File: src/rtl/riscv_mc_control_if.sv
// Control-unit <-> datapath/data-memory bundle; master is the control unit.
interface riscv_mc_control_if;
  logic [31:0] instr;
  logic        Zero;
  logic        dAck;
  logic        PCSrc;
  logic        ALUSrc;
  logic        RegWrite;
  logic        MemToReg;
  logic [3:0]  ALUCtrl;
  logic        loadPC;
  logic        MemRead;
  logic        MemWrite;
  logic        memTimeout;
  logic        illegal;
  logic [2:0]  state;

  modport master (
    input  instr, Zero, dAck,
    output PCSrc, ALUSrc, RegWrite, MemToReg, ALUCtrl, loadPC,
           MemRead, MemWrite, memTimeout, illegal, state
  );

  modport slave (
    output instr, Zero, dAck,
    input  PCSrc, ALUSrc, RegWrite, MemToReg, ALUCtrl, loadPC,
           MemRead, MemWrite, memTimeout, illegal, state
  );
endinterface

File: src/rtl/riscv_mc_control.sv
// Multicycle RV32I control: IF/ID/EX/MEM/WB sequencer plus combinational operand/ALU decode.
// 3..4 cycles per instruction, LW/SW wait in MEM for dAck up to MEM_TIMEOUT cycles.
module riscv_mc_control #(
  parameter int MEM_TIMEOUT = 16
) (
  input  logic                  clk,
  input  logic                  rst,
  riscv_mc_control_if.master    bus
);

  typedef enum logic [2:0] {
    S_IF  = 3'd0,
    S_ID  = 3'd1,
    S_EX  = 3'd2,
    S_MEM = 3'd3,
    S_WB  = 3'd4
  } state_t;

  localparam int            CW       = $clog2(MEM_TIMEOUT + 1);
  localparam logic [CW-1:0] CNT_LAST = CW'(MEM_TIMEOUT - 1);

  localparam logic [3:0] ALU_AND  = 4'b0000;
  localparam logic [3:0] ALU_OR   = 4'b0001;
  localparam logic [3:0] ALU_ADD  = 4'b0010;
  localparam logic [3:0] ALU_SUB  = 4'b0110;
  localparam logic [3:0] ALU_SLT  = 4'b0111;
  localparam logic [3:0] ALU_SRL  = 4'b1000;
  localparam logic [3:0] ALU_SLL  = 4'b1001;
  localparam logic [3:0] ALU_SRA  = 4'b1010;
  localparam logic [3:0] ALU_SLTU = 4'b1011;
  localparam logic [3:0] ALU_XOR  = 4'b1101;

  state_t        r_state, w_state_nxt;
  logic [CW-1:0] r_cnt, w_cnt_nxt;
  logic          r_abort, w_abort_nxt;

  logic [6:0] w_opcode;
  logic [2:0] w_f3;
  logic       w_alt;
  logic       w_is_r, w_is_i, w_is_lw, w_is_sw, w_is_beq, w_illegal;
  logic [3:0] w_alu_ctrl;
  logic       w_unused;

  assign w_opcode  = bus.instr[6:0];
  assign w_f3      = bus.instr[14:12];
  assign w_alt     = bus.instr[30];
  assign w_unused  = ^{bus.instr[31], bus.instr[29:15], bus.instr[11:7]};

  assign w_is_r    = (w_opcode == 7'b0110011);
  assign w_is_i    = (w_opcode == 7'b0010011);
  assign w_is_lw   = (w_opcode == 7'b0000011) && (w_f3 == 3'b010);
  assign w_is_sw   = (w_opcode == 7'b0100011) && (w_f3 == 3'b010);
  assign w_is_beq  = (w_opcode == 7'b1100011) && (w_f3 == 3'b000);
  assign w_illegal = !(w_is_r || w_is_i || w_is_lw || w_is_sw || w_is_beq);

  // instr[30] selects SUB only for R-type; for immediates it is part of the constant except on shifts
  always_comb begin
    w_alu_ctrl = ALU_ADD;
    if (w_is_r || w_is_i) begin
      case (w_f3)
        3'b000:  w_alu_ctrl = (w_is_r && w_alt) ? ALU_SUB : ALU_ADD;
        3'b001:  w_alu_ctrl = ALU_SLL;
        3'b010:  w_alu_ctrl = ALU_SLT;
        3'b011:  w_alu_ctrl = ALU_SLTU;
        3'b100:  w_alu_ctrl = ALU_XOR;
        3'b101:  w_alu_ctrl = w_alt ? ALU_SRA : ALU_SRL;
        3'b110:  w_alu_ctrl = ALU_OR;
        default: w_alu_ctrl = ALU_AND;
      endcase
    end else if (w_is_beq) begin
      w_alu_ctrl = ALU_SUB;
    end
  end

  assign bus.ALUCtrl  = w_alu_ctrl;
  assign bus.ALUSrc   = w_is_i || w_is_lw || w_is_sw;
  assign bus.MemToReg = w_is_lw;
  assign bus.PCSrc    = w_is_beq && bus.Zero;
  assign bus.state    = r_state;

  always_ff @(posedge clk or posedge rst) begin
    if (rst) begin
      r_state <= S_IF;
      r_cnt   <= '0;
      r_abort <= 1'b0;
    end else begin
      r_state <= w_state_nxt;
      r_cnt   <= w_cnt_nxt;
      r_abort <= w_abort_nxt;
    end
  end

  logic w_reg_write, w_load_pc, w_mem_read, w_mem_write, w_mem_timeout, w_illegal_pulse;

  always_comb begin
    w_state_nxt     = r_state;
    w_cnt_nxt       = r_cnt;
    w_abort_nxt     = r_abort;
    w_reg_write     = 1'b0;
    w_load_pc       = 1'b0;
    w_mem_read      = 1'b0;
    w_mem_write     = 1'b0;
    w_mem_timeout   = 1'b0;
    w_illegal_pulse = 1'b0;
    case (r_state)
      S_IF: begin
        w_state_nxt = S_ID;
        w_cnt_nxt   = '0;
        w_abort_nxt = 1'b0;
      end
      S_ID: w_state_nxt = w_illegal ? S_WB : S_EX;
      S_EX: w_state_nxt = (w_is_lw || w_is_sw) ? S_MEM : S_WB;
      S_MEM: begin
        w_mem_read  = w_is_lw;
        w_mem_write = w_is_sw;
        // an ack arriving on the final allowed cycle still wins over the timeout
        if (bus.dAck) begin
          w_state_nxt = S_WB;
          w_cnt_nxt   = '0;
        end else if (r_cnt == CNT_LAST) begin
          w_state_nxt = S_WB;
          w_cnt_nxt   = '0;
          w_abort_nxt = 1'b1;
        end else begin
          w_cnt_nxt   = r_cnt + 1'b1;
        end
      end
      S_WB: begin
        w_load_pc       = 1'b1;
        w_reg_write     = w_is_r || w_is_i || (w_is_lw && !r_abort);
        w_mem_timeout   = r_abort;
        w_illegal_pulse = w_illegal;
        w_state_nxt     = S_IF;
      end
      default: w_state_nxt = S_IF;
    endcase
  end

  assign bus.RegWrite   = w_reg_write;
  assign bus.loadPC     = w_load_pc;
  assign bus.MemRead    = w_mem_read;
  assign bus.MemWrite   = w_mem_write;
  assign bus.memTimeout = w_mem_timeout;
  assign bus.illegal    = w_illegal_pulse;

endmodule

File: src/flat_wrapper.sv
// flat-port wrapper written by rule: the top's interface ports become plain ports
module riscv_mc_control_flat 
#(
  parameter int MEM_TIMEOUT = 16
)
  (clk, rst, bus_instr, bus_Zero, bus_dAck, bus_PCSrc, bus_ALUSrc, bus_RegWrite, bus_MemToReg, bus_ALUCtrl, bus_loadPC, bus_MemRead, bus_MemWrite, bus_memTimeout, bus_illegal, bus_state);
  riscv_mc_control_if bus_i ();
  input  logic clk;
  input  logic rst;
  input wire logic [$bits(bus_i.instr)-1:0] bus_instr;
  input wire logic [$bits(bus_i.Zero)-1:0] bus_Zero;
  input wire logic [$bits(bus_i.dAck)-1:0] bus_dAck;
  output wire logic [$bits(bus_i.PCSrc)-1:0] bus_PCSrc;
  output wire logic [$bits(bus_i.ALUSrc)-1:0] bus_ALUSrc;
  output wire logic [$bits(bus_i.RegWrite)-1:0] bus_RegWrite;
  output wire logic [$bits(bus_i.MemToReg)-1:0] bus_MemToReg;
  output wire logic [$bits(bus_i.ALUCtrl)-1:0] bus_ALUCtrl;
  output wire logic [$bits(bus_i.loadPC)-1:0] bus_loadPC;
  output wire logic [$bits(bus_i.MemRead)-1:0] bus_MemRead;
  output wire logic [$bits(bus_i.MemWrite)-1:0] bus_MemWrite;
  output wire logic [$bits(bus_i.memTimeout)-1:0] bus_memTimeout;
  output wire logic [$bits(bus_i.illegal)-1:0] bus_illegal;
  output wire logic [$bits(bus_i.state)-1:0] bus_state;
  assign bus_i.instr = bus_instr;
  assign bus_i.Zero = bus_Zero;
  assign bus_i.dAck = bus_dAck;
  assign bus_PCSrc = bus_i.PCSrc;
  assign bus_ALUSrc = bus_i.ALUSrc;
  assign bus_RegWrite = bus_i.RegWrite;
  assign bus_MemToReg = bus_i.MemToReg;
  assign bus_ALUCtrl = bus_i.ALUCtrl;
  assign bus_loadPC = bus_i.loadPC;
  assign bus_MemRead = bus_i.MemRead;
  assign bus_MemWrite = bus_i.MemWrite;
  assign bus_memTimeout = bus_i.memTimeout;
  assign bus_illegal = bus_i.illegal;
  assign bus_state = bus_i.state;
  riscv_mc_control #(.MEM_TIMEOUT(MEM_TIMEOUT)) u_core (.clk(clk), .rst(rst), .bus(bus_i));
endmodule
File: config.mk
export PLATFORM = sky130hd
export DESIGN_NAME = riscv_mc_control_flat
export DESIGN_NICKNAME = d
export VERILOG_FILES = /design/src/rtl/riscv_mc_control_if.sv /design/src/rtl/riscv_mc_control.sv /design/src/flat_wrapper.sv
export SDC_FILE = /design/constraint.sdc
export NUM_CORES = 1
export LEC_CHECK = 0
export CAP_MARGIN = 40
export CELL_PAD_IN_SITES_DETAIL_PLACEMENT = 1
export CELL_PAD_IN_SITES_GLOBAL_PLACEMENT = 1
export CORE_MARGIN = 8
export CORE_UTILIZATION = 22
export DETAILED_ROUTE_END_ITERATION = 7
export GPL_TIMING_DRIVEN = 0
export PLACE_DENSITY_LB_ADDON = 0.05
export REMOVE_ABC_BUFFERS = 1
export SLEW_MARGIN = 20
export SYNTH_ARGS = -nofsm -noshare
export SYNTH_HDL_FRONTEND = slang
export SYNTH_SLANG_ARGS = --single-unit
File: constraint.sdc
create_clock -name clk -period 2.8 [get_ports clk]
set_clock_uncertainty 0.15 [all_clocks]
set_input_delay 0.56 -clock clk [delete_from_list [all_inputs] [get_ports clk]]
set_output_delay 0.56 -clock clk [all_outputs]
set_load 0.1 [all_outputs]
==> flow_summary.yaml <==
layout:
  drive_gt1_frac: 0.417
  finalInstanceArea_mm2: 0.00134
  final_common_cell: "buf_12"
  area_delta_synth_final_pct: 92.3
  final_cell_mix: "11 x buf_12, 9 x clkdlybuf4s50_1, 9 x dfrtp_1"
  layout.nets: 158
  n_antenna_cell: 0
detailed_routing:
  antenna_left: 0
  finalWirelength_um: 2420
  drcViolationCount: 0
  via_count: 803
  viasPerCell: 4.90
  wl_per_cell_um: 14.7
  drtIter0Drc: 18
  first_pass_iters: 4
global_route:
  grt_max_degree: 14
  grt.overflow.total: 0
  grt_pass1_wl_um: 4200
  grt_pass1_vias: 846
  grt_use_total: 0.0982
  antenna_found_initial: 0
power_and_ir_drop:
  p_switching_mw: 0.368
  p_clk_frac: 0.138
  seq_power_share: 0.256
  p_per_area_mw_per_mm2: 546
  combPwrFrac: 0.606
  p_sw_frac: 0.505
  p_total_mw: 0.729
  p_int_mw: 0.361
  leakage_nw: 0.546
  ir_drop_mv: 0.407
critical_path:
  crit_type: "in2out"
  crit_family: "simple AND/OR/NAND/NOR gates"
  cp_max_fo: 4
  crit_start: "bus_instr[1]"
  rr_startpoint: "u_core.bus.state[2]$_DFFE_PP0P_"
  arrival_ns: 2.05
  cpPeakStageDelay_ns: 0.57
  crit_path_start_kind: "primary input"
  crit_slowest_cell: "or4b_4"
  rrSetupSlack_ns: 0.95
  crit_chain: "clkdlybuf4s15_2, nand4bb_4, or4b_4, o31ai_4, and2_4, buf_12"
  cp_num_buf_inv: 2
  crit_required_ns: 2.09
  timing.critical_path.to_type: "output port"
logic_synthesis:
  yosysSeqAreaShare: 0.324
  yosysWarningCount: 0
  syn_inst: 85
  ys_seq_elements: 9
  ys_types: 35
  syn_area_um2: 694
  avgSynthCellArea_um2: 8.17
timing:
  maxSlewViolCount: 0
  period_minus_slack_ns: 2.76
  relSlewSlack: 0.662
  worst_pin_slew_ns: 0.502
  finalCritPeriodShare: 0.987
  setup_viol: 0
  fmax_mhz: 362
  hold_viol: 0
  rsz0062_at_grt: "yes"
min_path:
  min_from: "u_core.r_cnt[0]$_DFFE_PP0P_"
  hp-class: "reg2reg"
place:
  place.gp.congestion: 0.748
  placed_area_mm2: 0.00127
  portBuffers: 30
  post-dp-hpwl_um: 1930
run_status:
  outcome: "complete, no violations"
die:
  die_x_um: 72.2
  die_y_um: 72.2
  ioPinCount: 52
  num_rows: 20
  initial_core_util: 0.229
  die-area_mm2: 0.00521
  core_region_area_mm2: 0.00303
run:
  cap_violations: 0
clock_tree:
  cts_tree: "yes"
  insertion_delay_ns: 0.25
  clk_pin_slew_ns: 0.07
  cts_hold_buf: 0
  clockBufferDepth: 2
  root_buffer: "clkbuf_4"
  cts.sinks: 9
  htreeDepth: 1
  cts_buffers: 3
-- worst paths after layout --
kind                                              endpoint  cells after the start
min in group asynchronous  u_core.bus.state[0]$_DFFE_PP0P_                      2
max in group asynchronous      u_core.r_cnt[4]$_DFFE_PP0P_                      2
min                            u_core.r_cnt[0]$_DFFE_PP0P_                      1
max reg2reg                    u_core.r_cnt[3]$_DFFE_PP0P_                      4
min reg2reg                    u_core.r_cnt[0]$_DFFE_PP0P_                      1
max                                           bus_RegWrite                      6
-- synth_stat cells --
master,n,share of area
a2111o_1,1,0.016
a2111oi_0,1,0.013
a211o_2,1,0.014
a211oi_1,3,0.032
a21boi_0,2,0.022
a21oi_1,3,0.022
a221oi_2,1,0.022
a22o_1,1,0.013
and2_1,3,0.027
and3_1,1,0.0090
and4_1,1,0.013
and4bb_2,1,0.018
buf_2,1,0.0072
clkbuf_1,6,0.032
dfrtp_1,9,0.32
ha_1,1,0.018
inv_1,4,0.022
nand2_1,5,0.027
nand2b_2,1,0.013
nand3_1,4,0.029
nand3b_1,1,0.011
nand4bb_1,1,0.016
nor2_1,7,0.038
nor2b_1,1,0.0090
nor3_1,4,0.029
nor4_1,1,0.0090
nor4b_1,1,0.013
o21a_1,2,0.022
o21ai_0,7,0.050
o31ai_1,3,0.032
or3_1,3,0.027
or3b_2,1,0.013
or4_2,1,0.013
or4b_1,1,0.014
xor2_1,1,0.013
-- state kept, by name (all words and copies together), names as in the netlist --
register,count
u_core.r_cnt,5
u_core.r_abort,1
u_core.bus.state,3
-- layer usage --
metal  global-route usage  share of wire
met5                    0              0
met4               0.0272         0.0074
met3               0.0275          0.067
met2                0.173           0.49
met1                0.112           0.44
-- area by class of cell --
type,instances,area (µm²)
clock inverters,1,5.00
fillers,337,1690
multi-input cells,65,520
well taps,44,55.1
flip-flops and latches,9,225
clock buffers,3,22.5
repair buffers,38,492
inverters,4,15.0
-- power by group through the flow --
stage | Sequential (mW) | Clock (mW) | Combinational, mW
floorplan | 0.275 | 0 | 0.167
global placement | 0.190 | 0 | 0.360
detailed placement | 0.191 | 0 | 0.445
CTS | 0.187 | 0.105 | 0.446
global route | 0.192 | 0.114 | 0.461
finish | 0.186 | 0.101 | 0.442
-- what timing repair did --
item	4_1_cts	5_1_grt
setup endpoints to repair	11	2
setup buffers	3	0
pin swaps	8	1
resized for setup	61	7
-- through the flow --
step	instances	hold slack, ns	utilization	TNS [ns]	setup WS (ns)
after floorplan	78	0.238	-	-12.89	-2.46
after global placement	152	0.363	0.338	-13.32	-1.42
after detailed placement	168	0.383	0.421	-9.14	-1.02
after CTS	164	0.401	0.440	0	0.00159
after global routing	164	0.446	0.441	-0.0415	-0.0284
final	164	0.393	0.441	0	0.0360
-- cells by family after synthesis --
family,count (synthesis),share of synthesized area
flip-flops,9,0.324
XOR/XNOR,1,0.0126
AO/OA/AOI/OAI,25,0.258
AND/OR/NAND/NOR,38,0.326
adder cells (fa/ha/maj),1,0.0180
buffers and inverters,11,0.0612
(Power assumes the default switching activity.)
